--- src/rtl/sdlc_deframer.sv ---
// SDLC receive deframer: flag/abort detection, zero-bit unstuffing, byte assembly.
// Define SDLC_NRZI_EN to decode NRZI line bits before deframing.
module sdlc_deframer #(
  parameter int MIN_BYTES = 4
) (
  input  logic       clk,
  input  logic       reset,
  input  logic       bit_in,
  input  logic       bit_en,
  output logic [7:0] rx_byte,
  output logic       rx_valid,
  output logic       rx_sof,
  output logic       rx_eof,
  output logic       rx_err
);

  localparam int BCW = (MIN_BYTES < 1) ? 1 : $clog2(MIN_BYTES + 1);
  localparam logic [BCW-1:0] MINB = BCW'(MIN_BYTES);

  typedef enum logic {HUNT, FRAME} state_t;

  state_t         state, state_nx;
  logic [2:0]     ones_cnt;
  logic [2:0]     bit_cnt;
  logic [BCW-1:0] byte_cnt;
  logic [7:0]     shreg;
  logic [7:0]     hold;
  logic           hold_full;
  logic           first;
  logic           dec;
  logic           flag, abort, stuff, data;
  logic           pending;
  logic [7:0]     sh_nx;

`ifdef SDLC_NRZI_EN
  logic nrzi_ref;

  always_ff @(posedge clk or posedge reset) begin
    if (reset)       nrzi_ref <= 1'b1;
    else if (bit_en) nrzi_ref <= bit_in;
  end

  assign dec = (bit_in == nrzi_ref);
`else
  assign dec = bit_in;
`endif

  assign sh_nx = {dec, shreg[7:1]};

  always_ff @(posedge clk or posedge reset) begin
    if (reset) state <= HUNT;
    else       state <= state_nx;
  end

  always_comb begin
    flag     = 1'b0;
    abort    = 1'b0;
    stuff    = 1'b0;
    data     = 1'b0;
    pending  = hold_full || (byte_cnt != '0);
    state_nx = state;
    if (bit_en) begin
      flag  = !dec && (ones_cnt == 3'd6);
      abort =  dec && (ones_cnt == 3'd6);
      stuff = !dec && (ones_cnt == 3'd5);
      unique case (state)
        HUNT: if (flag) state_nx = FRAME;
        FRAME: begin
          if (abort) state_nx = HUNT;
          data = !flag && !abort && !stuff;
        end
        default: state_nx = HUNT;
      endcase
    end
  end

  always_ff @(posedge clk or posedge reset) begin
    if (reset) begin
      ones_cnt  <= '0;
      bit_cnt   <= '0;
      byte_cnt  <= '0;
      shreg     <= '0;
      hold      <= '0;
      hold_full <= 1'b0;
      first     <= 1'b0;
      rx_byte   <= '0;
      rx_valid  <= 1'b0;
      rx_sof    <= 1'b0;
      rx_eof    <= 1'b0;
      rx_err    <= 1'b0;
    end else begin
      rx_valid <= 1'b0;
      rx_sof   <= 1'b0;
      rx_eof   <= 1'b0;
      rx_err   <= 1'b0;
      if (bit_en) begin
        if (!dec)                   ones_cnt <= '0;
        else if (ones_cnt != 3'd7)  ones_cnt <= ones_cnt + 3'd1;
        unique case (1'b1)
          flag: begin
            bit_cnt   <= '0;
            byte_cnt  <= '0;
            hold_full <= 1'b0;
            first     <= 1'b1;
            if (state == FRAME) begin
              // Flag's leading 0111111 landed in the assembler: a clean
              // close leaves exactly seven bits after the held byte.
              if (bit_cnt == 3'd7 && hold_full) begin
                rx_byte  <= hold;
                rx_valid <= 1'b1;
                rx_sof   <= first;
                rx_eof   <= 1'b1;
                rx_err   <= (byte_cnt < MINB);
              end else if (pending) begin
                rx_err <= 1'b1;
              end
            end
          end
          abort: begin
            bit_cnt   <= '0;
            byte_cnt  <= '0;
            hold_full <= 1'b0;
            if (state == FRAME && pending) rx_err <= 1'b1;
          end
          data: begin
            shreg   <= sh_nx;
            bit_cnt <= bit_cnt + 3'd1;
            if (bit_cnt == 3'd7) begin
              hold      <= sh_nx;
              hold_full <= 1'b1;
              if (byte_cnt != MINB) byte_cnt <= byte_cnt + BCW'(1);
              if (hold_full) begin
                rx_byte  <= hold;
                rx_valid <= 1'b1;
                rx_sof   <= first;
                first    <= 1'b0;
              end
            end
          end
          default: ;
        endcase
      end
    end
  end

endmodule

--- config.mk ---
export PLATFORM = sky130hd
export DESIGN_NAME = sdlc_deframer
export DESIGN_NICKNAME = d
export VERILOG_FILES = /design/src/rtl/sdlc_deframer.sv
export SDC_FILE = /design/constraint.sdc
export NUM_CORES = 1
export LEC_CHECK = 0
export BUFFER_PORTS_ARGS = -buffer_cell sky130_fd_sc_hd__buf_2
export CORE_MARGIN = 4
export CORE_UTILIZATION = 57
export DETAILED_ROUTE_END_ITERATION = 16
export GPL_TIMING_DRIVEN = 1
export PLACE_DENSITY = 0.79
export SYNTH_ARGS = -nofsm -noshare
export SYNTH_HDL_FRONTEND = slang
export SYNTH_SLANG_ARGS = --single-unit
--- constraint.sdc ---
create_clock -name clk -period 2.6 [get_ports clk]
set_clock_uncertainty 0.05 [all_clocks]
set_input_delay 0.13 -clock clk [delete_from_list [all_inputs] [get_ports clk]]
set_output_delay 0.13 -clock clk [all_outputs]
set_load 0.02 [all_outputs]
* Word-level counts from Yosys, hierarchy flattened
Index checks and enable logic that the tools add are counted.
Storage, ports and cells: register bits 40, latch bits 0, memory bits (writable) 0, ROM bits 0, input bits 4, memories kept 0
Cells by class: $add $sub $neg 3, multiply operators 0, div/mod/pow operators 0, $lt $le $gt $ge 1, equal/unequal tests 11, shifts and indexed selects 0, multiplexer cells 43, bitwise logic cells 1, reductions and logical operators 24
Operators with widths (count):
- $mux W8 | 4
- $mux W1 | 26
- $pmux W8 S2 | 1
- $mux W3 | 4
- $pmux W1 S2 | 6
- $pmux W3 S2 | 2
- $add A3 B1 Y3 const B | 3
- $eq A3 B3 Y1 const B | 3
- $ne A2 B1 Y1 const B | 4
- $reduce_and A4 Y1 | 2
- $logic_and A1 B1 Y1 | 7
- $ne A3 B3 Y1 const B | 2
- $reduce_and A2 Y1 | 3
- $reduce_and A3 Y1 | 2
- $reduce_and A6 Y1 | 1
- $logic_not A1 Y1 | 4
- $ne A2 B2 Y1 const B | 2
- $reduce_bool A2 Y1 | 2
- $lt A3 B3 Y1 const B | 1
- $reduce_bool A3 Y1 | 1
- $reduce_or A2 Y1 | 1
- $logic_or A1 B1 Y1 | 1
- $not A1 Y1 | 1

* Longest topological paths before layout
Gate-level depths: netlist (run 1).
word-level depth 9, mapped depth 6, gate-level depth less buffers 6

* Worst setup path after synthesis (run 1)
No wires, ideal clock.
path kind reg2reg, from register ones_cnt[0], to register rx_byte[0], arrival time 1.737 ns, required time 2.425 ns, slack 0.688 ns, cell stages (with the launch flop) 6, path buffers 0, clock period less this slack 1.912 ns, cells stage by stage dfrtp_1 > inv_1 > ha_1 > and3_1 > nor4_4 > mux2_2
On the way: word-level cells in the longest chain between the ends 9, elaborated cells on any way between the ends 20
RTL lines:
- from (decl) | line 23 | logic [2:0] ones_cnt;
- from (signal assigned) | line 98 | else if (ones_cnt != 3'd7) ones_cnt <= ones_cnt + 3'd1;
- $eq A3 B3 Y1 | line 63, 64
- $logic_and A1 B1 Y1, on equally long branches | line 63, 64
- $logic_not A1 Y1 | line 70 | data = !flag && !abort && !stuff;
- $logic_and A1 B1 Y1 (2 in a row) | line 70
- $mux W1 | line 66 | unique case (state)
- $mux W1 | line 62 | if (bit_en) begin
- $ne A2 B1 Y1 (no source line) (tied with other cells)
- $reduce_and A6 Y1 (no source line)
- to (signal assigned) | line 109 | rx_byte <= hold;
- to (signal assigned) | line 133 | rx_byte <= hold;
- to (decl) | line 10 | output logic [7:0] rx_byte,
Parallel ways exist; a longest one is shown, timed or not. A chain may end at the register's enable or synchronous reset.

* Final worst setup path (run 1)
from register ones_cnt[0], to register rx_byte[6]
Same word-level chain as after synthesis.

==> results of run 1 <==
## registers in the layout (all words and copies together) (netlist names), named ones only
signal	count
bit_cnt	3
hold_full	1
ones_cnt	3
rx_sof	1
first	1
rx_err	1
shreg	7
rx_valid	1
rx_byte	8
rx_eof	1
byte_cnt	3
hold	8
## through the flow
stage | power, mW | hold WS (ns)
after floorplan | 0.888 | 0.176
after global routing | 1.33 | 0.0629
final | 1.24 | 0.0668
after CTS | 1.26 | 0.0573
after detailed placement | 0.952 | 0.213
after global placement | 0.928 | 0.207
## per-layer routing
layer	vias to the layer above	routed length, µm
met5	-	0
met3	6	129
met1	557	1240
met4	0	49
met2	19	1580
li1	548	-
## critical path: stages, from the launching register on
cell     delay, ns
dfrtp_1       0.43
inv_1         0.08
ha_1          0.28
and3_1        0.24
nor4_4        0.59
mux2_2        0.41
## cells by family (layout without fill, tap and decap cells)
| group | count (synthesis) | after routing | share of synthesized area |
|---|---|---|---|
| compound gates | 21 | 21 | 0.0813 |
| flops | 39 | 39 | 0.571 |
| fa+ha+maj | 8 | 8 | 0.0586 |
| mux | 17 | 17 | 0.111 |
| simple gates | 53 | 53 | 0.151 |
| buf+inv | 11 | 34 | 0.0271 |
## where the power goes
| part | internal, mW | switching (mW) | leakage [nW] |
|---|---|---|---|
| Sequential | 0.684 | 0.0620 | 0.534 |
| Clock | 0.103 | 0.200 | 0.0272 |
| Combinational | 0.0779 | 0.113 | 0.436 |
## layout make-up
class | instances | area [µm²] | share of cell area
sequential | 39 | 976 | 0.515
multi-input combinational | 99 | 687 | 0.362
timing repair buffer | 19 | 110 | 0.0581
tap | 31 | 38.8 | 0.0205
clock buffer | 5 | 37.5 | 0.0198
inverter | 7 | 26.3 | 0.0139
clock inverter | 3 | 20.0 | 0.0106
## layout by cell type, fill, tap and decap left out
cell / netlist / routed
a211oi_1: 1 / 1
a21boi_0: 1 / 1
a21oi_1: 1 / 1
a221o_1: 1 / 1
a221oi_2: 1 / 1
a22o_1: 1 / 1
a31oi_1: 1 / 1
a32o_1: 1 / 1
and2_1: 1 / 1
and3_1: 2 / 2
and3b_1: 1 / 1
buf_2: 1 / 15
buf_4: 1 / 2
clkbuf_4: 0 / 5
clkinv_2: 0 / 1
clkinvlp_4: 0 / 2
dfrtp_1: 39 / 39
dlygate4sd3_1: 0 / 2
ha_1: 8 / 8
inv_1: 7 / 7
mux2_2: 16 / 16
mux2i_1: 1 / 1
nand2_1: 36 / 36
nand2b_1: 1 / 1
nand3_1: 5 / 5
nand4b_1: 1 / 1
nor2_1: 2 / 2
nor2b_4: 1 / 1
nor3_1: 1 / 1
nor3b_1: 1 / 1
nor4_4: 1 / 1
o21ai_0: 12 / 12
o2bb2ai_1: 1 / 1
## repair_timing
action                                 in CTS  in global routing
gates resized for setup                     0                  0
endpoints found under the hold margin      41                  0
setup endpoints to repair                   0                  0
hold buffers                                2                  0
## how the worst max path moves through the flow
stage,to,slack (ns),depth (start not counted),from
floorplan,rx_byte[0],0.69,5,ones_cnt[0]
global placement,rx_byte[2],0.51,5,ones_cnt[0]
detailed placement,rx_byte[6],0.42,5,ones_cnt[0]
CTS,rx_byte[6],0.40,5,ones_cnt[0]
global route,rx_byte[6],0.26,5,bit_cnt[0]
finish,rx_byte[6],0.41,5,ones_cnt[0]
==> results.toml, run 1 <==
[power_and_ir_drop]
p_per_area_nw_per_um2 = 654
peakVddDrop_uv = 347
p_leak_nw = 0.997

[cts]
cts_tree = "done"
cts_sinks = 39
path_clk_slew_ns = 0.11
cts_setup_buffers = 0
cts_max_path_buffers = 2
clock_latency_ns = 0.35
cts_buffers = 5
cts_root_buf = "clkbuf_4"
htreeDepth = 2

[grt]
met3_usage = 0.0683
grt_overflow = 0
grt_pass1_vias = 1214
grt_pass1_wl_um = 5490
busiest_layer = "met2"
grt_usage = 0.180
use_met2 = 0.306
grt_start_max_net_pins = 40
antenna_found_initial = 0
gr-usage-met1 = 0.206

[setup_path]
critPathMaxFanout = 10
crit_path_end_kind = "flip-flop"
reg2reg_slack_ns = 0.41
timing.rr.start = "ones_cnt[0]"
r2r_cells = 5
arrival_ns = 2.38
r2r-end = "rx_byte[6]"
cp-start-kind = "flip-flop"
critPathKind = "flip-flop to flip-flop"
crit_required_ns = 2.79

[synthesis]
synthCells = 149
synth_edf_count = 0
synthMostInstantiatedCell = "dfrtp_1"
post-synth-top-area-cell = "dfrtp_1"
synth-seq-cells = 39
synthFlopType = "dfrtp_1"
synth_seq_area_share = 0.571
syn-num-nets = 161
avgSynthCellArea_um2 = 11.5
async_flop_share = 1.00
synth_top_area_frac = 0.571
synth_common_cells = "dfrtp_1, nand2_1, mux2_2, o21ai_0, ha_1"
yosys-top-cells-area = "dfrtp_1, mux2_2, nand2_1"
syn-cell-area_um2 = 1710
synth.distinct_cells = 30
ys_warn_count = 0

[finish]
n_antenna_cell = 0
syn_to_final_growth_pct = 10.9
fin_cells = 203
final_core_util = 0.676
nNetsFinal = 183
fill_cells = 221
drive_gt1_frac = 0.256
final_cell_area_um2 = 1900

[die]
num_io_pins = 16
die_h_um = 62.8
fp.dieW_um = 62.8
core_um2 = 2810
initial_utilization = 0.609
dieArea_um2 = 3940
fp-row-count = 19

[sta]
fin_tns_setup_ns = 0
layout_min_cycle_time_ns = 2.19
timing.fmax_ghz = 0.457
rsz0062_at_grt = "false"
setup_violations = 0
worst_pin_slew_ns = 0.681
fin_ws_ns = 0.411
slew-limit-headroom = 0.542
fin_crit_sh = 0.842
slew_viol_final = 0
hold_viol = 0

[placed_design]
place_congestion = 0.723
io_buffers = 15
pre_cts_ws_ns = 0.415
place_hpwl_um = 2180
dp.cells = 193
placed_cell_area_um2 = 1820

[drt]
viasPerCell = 5.57
drc = 0
routed_wl_um = 3000
drt-initial-drc-count = 52
antenna_left = 0
drt_first_pass_iters = 4
num_vias = 1130
wire_per_inst_um = 14.8

[run]
drv_cap = 0

[min_path]
hold_path.class = "input port to flip-flop"
hold_end = "rx_eof"
hold_start = "bit_in"
whs_path_depth = 2

[status]
status = "complete, no violations"
Power figures use the tool's default switching activity.
==> run 2, diff against run 1 <==
--- a/config.mk
+++ b/config.mk
@@ -5,12 +5,13 @@
 export SDC_FILE = /design/constraint.sdc
 export NUM_CORES = 1
 export LEC_CHECK = 0
+export ABC_AREA = 1
 export BUFFER_PORTS_ARGS = -buffer_cell sky130_fd_sc_hd__buf_2
 export CORE_MARGIN = 4
-export CORE_UTILIZATION = 57
+export CORE_UTILIZATION = 58
 export DETAILED_ROUTE_END_ITERATION = 16
 export GPL_TIMING_DRIVEN = 1
-export PLACE_DENSITY = 0.79
+export PLACE_DENSITY = 0.8
 export SYNTH_ARGS = -nofsm -noshare
 export SYNTH_HDL_FRONTEND = slang
 export SYNTH_SLANG_ARGS = --single-unit
==> constraint.sdc (replaced) <==
create_clock -name clk -period 2.2 [get_ports clk]
set_clock_uncertainty 0.05 [all_clocks]
set_input_delay 0.11 -clock clk [delete_from_list [all_inputs] [get_ports clk]]
set_output_delay 0.11 -clock clk [all_outputs]
set_load 0.02 [all_outputs]
==> results.toml, run 2 <==
[synthesis]
yosys-top-cells-area = "dfrtp_1, nand2_1, ha_1"
synth.distinct_cells = 26
syn-num-nets = 203
synth_seq_area_share = 0.546
synth_common_cells = "nand2_1, dfrtp_1, inv_1, nand3_1, o21ai_0"
ys_warn_count = 0
async_flop_share = 1.00
synthCells = 191
synthFlopType = "dfrtp_1"
synth_edf_count = 0
synth_top_area_frac = 0.546
syn-cell-area_um2 = 1790
post-synth-top-area-cell = "dfrtp_1"
synth-seq-cells = 39
synthMostInstantiatedCell = "nand2_1"
avgSynthCellArea_um2 = 9.36

[cts]
cts_max_path_buffers = 2
cts-resized-gates = 0
cts_setup_buffers = 0
cts_root_buf = "clkbuf_4"
cts_tree = "done"
cts_sinks = 39
htreeDepth = 2
path_clk_slew_ns = 0.11
clock_latency_ns = 0.35
cts_buffers = 5

[finish]
final_core_util = 0.686
nNetsFinal = 225
drive_gt1_frac = 0.192
top_regs = "hold (8), rx_byte (8), shreg (7)"
syn_to_final_growth_pct = 9.45
fill_cells = 230
final_common_cell = "nand2_1"
n_antenna_cell = 0
layout_common_cells = "nand2_1, dfrtp_1, inv_1"

[grt]
grt_pass1_vias = 1293
grt_usage = 0.182
antenna_found_initial = 0
grt_start_max_net_pins = 40
grt_pass1_wl_um = 5690
grt_overflow = 0

[setup_path]
arrival_ns = 1.94
timing.rr.start = "bit_cnt[0]"
r2r-end = "rx_byte[0]"
crit_path_end_kind = "flip-flop"
crit_end = "rx_byte[0]"
cp-startpoint = "bit_cnt[0]"
critPathMaxFanout = 11
reg2reg_slack_ns = 0.45
critPathKind = "flip-flop to flip-flop"
r2r_cells = 8
cp-start-kind = "flip-flop"
crit_required_ns = 2.39

[drt]
drt_first_pass_iters = 4
drc = 0
routed_wl_um = 3090
viasPerCell = 5.15
drt-initial-drc-count = 68
antenna_left = 0
wire_per_inst_um = 12.6
num_vias = 1262

[placed_design]
place_congestion = 0.822
io_buffers = 15
place_hpwl_um = 2210
pre_cts_ws_ns = 0.475

[die]
fp.dieW_um = 63.5
fp-row-count = 19
num_io_pins = 16
core_um2 = 2850
dieArea_um2 = 4030
initial_utilization = 0.627
die_h_um = 63.5

[sta]
setup_violations = 0
slew-limit-headroom = 0.682
hold_viol = 0
rsz0062_at_grt = "false"
fin_tns_setup_ns = 0
layout_min_cycle_time_ns = 1.75
worst_pin_slew_ns = 0.476
fin_ws_ns = 0.454
fin_crit_sh = 0.793
timing.fmax_ghz = 0.573
slew_viol_final = 0

[power_and_ir_drop]
p_per_area_nw_per_um2 = 933
power_frac_comb = 0.252
totalPowerFinal_mw = 1.83
p_clk_frac = 0.190
seq_power_share = 0.558
peakVddDrop_uv = 627
swShare = 0.344
internal-power_mw = 1.20
switchingPower_uw = 628
p_leak_nw = 1.11

[status]
status = "complete, no violations"

[min_path]
hold_path.class = "input port to asynchronous set/reset pin"

[run]
drv_cap = 0
[run 2: cell count changes after synthesis, sizes merged, moves of 4 or more]
cell / previous run / this run
nor2: 2 / 8
inv: 7 / 25
nand3: 5 / 18
mux2: 16 / 0
o21ai: 12 / 16
nand2: 36 / 63
[run 2: area by class of cell]
type / count / area (µm²) / area share
Timing Repair Buffer: 19 / 113 / 0.0575
Tap cell: 31 / 38.8 / 0.0198
Sequential cell: 39 / 976 / 0.499
Inverter: 25 / 96.3 / 0.0492
Multi-Input combinational cell: 123 / 683 / 0.349
Clock inverter: 1 / 5.00 / 0.00256
Clock buffer: 7 / 45.0 / 0.0230
[run 2: power groups by stage]
stage | registers [mW] | logic [mW] | clock network (mW)
2_1_floorplan | 1.01 | 0.371 | 0
3_3_place_gp | 1.02 | 0.433 | 0
3_5_place_dp | 1.03 | 0.462 | 0
4_1_cts | 1.02 | 0.469 | 0.363
5_1_grt | 1.04 | 0.540 | 0.407
6_report | 1.02 | 0.460 | 0.347
[run 2: worst min-delay path by stage]
| stage | startpoint | endpoint |
|---|---|---|
| 2_1_floorplan | bit_in | ones_cnt[2] |
| 3_3_place_gp | reset | ones_cnt[2] |
| 3_5_place_dp | reset | rx_sof |
| 4_1_cts | reset | rx_sof |
| 5_1_grt | reset | shreg[7] |
| 6_report | reset | rx_eof |
[run 2: kinds of logic after synthesis]
| logic type | Yosys count | synth area share |
|---|---|---|
| XOR/XNOR | 1 | 0.00490 |
| buffers and inverters | 29 | 0.0721 |
| flip-flops | 39 | 0.546 |
| AO/OA/AOI/OAI | 20 | 0.0728 |
| AND/OR/NAND/NOR | 94 | 0.248 |
| adder cells (fa/ha/maj) | 8 | 0.0560 |
[run 2: worst max-delay path: stages, from the launching register on]
cell     delay [ns]
dfrtp_1        0.42
ha_1           0.21
ha_1           0.26
nand2_1        0.14
inv_1          0.09
nand2_2        0.22
nand2_4        0.12
nand2_1        0.09
nand2_1        0.05
[run 2: timing repair]
action / in CTS / in global routing
endpoints found under the setup margin: 0 / 0
hold buffers: 3 / 0
hold endpoints to repair: 41 / 0
[run 2: routing by layer]
layer  share of wire  wire, µm  up-vias  global-route usage
met4           0.021        65        0              0.0809
met1            0.45      1380      586               0.216
li1                -         -      648                   -
met5               0         0        -                   0
met2            0.50      1540       22               0.302
met3           0.037       114        6              0.0533
[run 2: per-stage QoR]
step	hold WS [ns]	cell area (µm²)	instances
6_report	0.353	1960	245
5_1_grt	0.397	1960	245
2_1_floorplan	0.198	1790	191
3_3_place_gp	0.189	1880	234
4_1_cts	0.361	1960	245
3_5_place_dp	0.195	1880	234
==> run 3, diff against run 2 <==
--- a/config.mk
+++ b/config.mk
@@ -5,13 +5,13 @@
 export SDC_FILE = /design/constraint.sdc
 export NUM_CORES = 1
 export LEC_CHECK = 0
-export ABC_AREA = 1
+export ABC_AREA = 0
 export BUFFER_PORTS_ARGS = -buffer_cell sky130_fd_sc_hd__buf_2
 export CORE_MARGIN = 4
-export CORE_UTILIZATION = 58
+export CORE_UTILIZATION = 57
 export DETAILED_ROUTE_END_ITERATION = 16
 export GPL_TIMING_DRIVEN = 1
-export PLACE_DENSITY = 0.8
+export PLACE_DENSITY = 0.79
 export SYNTH_ARGS = -nofsm -noshare
 export SYNTH_HDL_FRONTEND = slang
 export SYNTH_SLANG_ARGS = --single-unit
==> constraint.sdc (replaced) <==
create_clock -name clk -period 1.75 [get_ports clk]
set_clock_uncertainty 0.05 [all_clocks]
set_input_delay 0.0875 -clock clk [delete_from_list [all_inputs] [get_ports clk]]
set_output_delay 0.0875 -clock clk [all_outputs]
set_load 0.02 [all_outputs]
==> results.toml, run 3 (synthesized netlist as in run 1, its figures left out) <==
[cts]
cts_buffers = 5
htreeDepth = 2
cts_sinks = 39
path_clk_slew_ns = 0.12
cts_tree = "done"
cts_max_path_buffers = 2
cts_root_buf = "clkbuf_4"
clock_latency_ns = 0.35

[sta]
holdWs_ns = 0.0593
timing.fmax_ghz = 0.546
fin_ws_ns = -0.0816
slew_viol_final = 0
setup_violations = 25
fin_crit_sh = 1.05
rsz0062_at_grt = "true"
hold_viol = 0
slew-limit-headroom = 0.685
layout_min_cycle_time_ns = 1.83
fin_tns_setup_ns = -1.04
worst_pin_slew_ns = 0.473

[status]
status = "finished, violations left"
failed_checks = "setup timing"

[finish]
final_common_cell = "dfrtp_1"
syn_to_final_growth_pct = 27.5
multiInputGateArea_um2 = 782
layout_common_cells = "dfrtp_1, nand2_1, buf_4"
drive_gt1_frac = 0.435
final_cell_area_um2 = 2180
nNetsFinal = 202
top_regs = "hold (8), rx_byte (8), shreg (7)"
fill_cells = 179
n_antenna_cell = 0
fin_cells = 222
ff_latch_area_um2 = 977

[setup_path]
crit_required_ns = 1.95
arrival_ns = 2.03
critPathMaxFanout = 5
crit_path_end_kind = "flip-flop"
cp-start-kind = "flip-flop"
critPathKind = "flip-flop to flip-flop"

[power_and_ir_drop]
peakVddDrop_uv = 698
p_per_area_nw_per_um2 = 999
totalPowerFinal_mw = 2.18
p_leak_nw = 1.12

[die]
num_io_pins = 16
core_um2 = 2810
dieArea_um2 = 3940
initial_utilization = 0.609
fp.dieW_um = 62.8
die_h_um = 62.8
fp-row-count = 19

[drt]
viasPerCell = 5.77
drt-initial-drc-count = 47
drc = 0
drt_first_pass_iters = 4
num_vias = 1281
antenna_left = 0
routed_wl_um = 3670
wire_per_inst_um = 16.5

[run]
drv_cap = 0

[grt]
antenna_found_initial = 0
grt_pass1_wl_um = 6220
grt_usage = 0.203
grt_start_max_net_pins = 40
grt_overflow = 0
grt_pass1_vias = 1298

[placed_design]
place_congestion = 0.749
place_hpwl_um = 2230
dp.cells = 203
io_buffers = 15
placed_cell_area_um2 = 1920

[min_path]
hold_path.class = "input port to flip-flop"
==> run 3: changes by cell type in the layout (fill, tap and decap cells not counted), moves of 4 or more <==
cell / delta
nand2_1: -30
inv_1: -18
buf_4: +17
nand3_1: -11
mux2_2: +8
mux2_4: +8
nand2_2: +6
nor2_1: -4
o21ai_2: -4
==> run 3: worst paths after layout <==
kind	startpoint	end	slack, ns	depth (start not counted)
worst max-delay path	ones_cnt[1]	rx_byte[2]	-0.08	6
worst min-delay path	bit_in	rx_eof	0.06	3
worst max register to register	ones_cnt[1]	rx_byte[2]	-0.08	6
worst min register to register	first	rx_sof	0.44	1
max in group asynchronous	reset	ones_cnt[1]	0.98	4
min in group asynchronous	reset	rx_byte[0]	0.32	4
==> run 3: area by class of cell <==
class                   instances  share of cell area
flip-flops and latches         39               0.449
multi-input cells              99               0.359
repair buffers                 38               0.125
clock inverters                 3              0.0201
well taps                      31              0.0178
clock buffers                   5              0.0172
inverters                       7              0.0121
==> run 3: timing repair <==
item,in CTS,in global routing
cloned,0,0
setup endpoints to repair,9,29
setup buffers,8,1
pin swaps,3,10
endpoints found under the hold margin,42,0
hold buffers,2,0
resized for setup,14,18
==> run 3: stage by stage <==
stage	setup WS (ns)	utilization
finish	-0.0816	0.777
global placement	0.00981	0.683
CTS	-0.0344	0.758
global route	-0.127	0.777
floorplan	-0.109	-
detailed placement	-0.0558	0.683
==> run 3: routing by layer <==
| layer | global-route usage | routed length, µm | vias to the layer above |
|---|---|---|---|
| li1 | - | - | 598 |
| met5 | 0 | 0 | - |
| met1 | 0.257 | 1610 | 638 |
| met2 | 0.340 | 1830 | 39 |
| met4 | 0.0579 | 42 | 0 |
| met3 | 0.0558 | 186 | 6 |
==> run 3: critical path, stage by stage (launching register included) <==
cell and delay, ns:
dfrtp_2 0.45, buf_12 0.13, ha_4 0.17, and3_4 0.19, nor4_4 0.23, buf_4 0.20, mux2_4 0.30
==> run 3: report_power, final <==
group | total, mW | switching (mW) | internal, mW
Sequential | 1.11 | 0.0947 | 1.02
Clock | 0.608 | 0.308 | 0.301
Combinational | 0.457 | 0.235 | 0.221
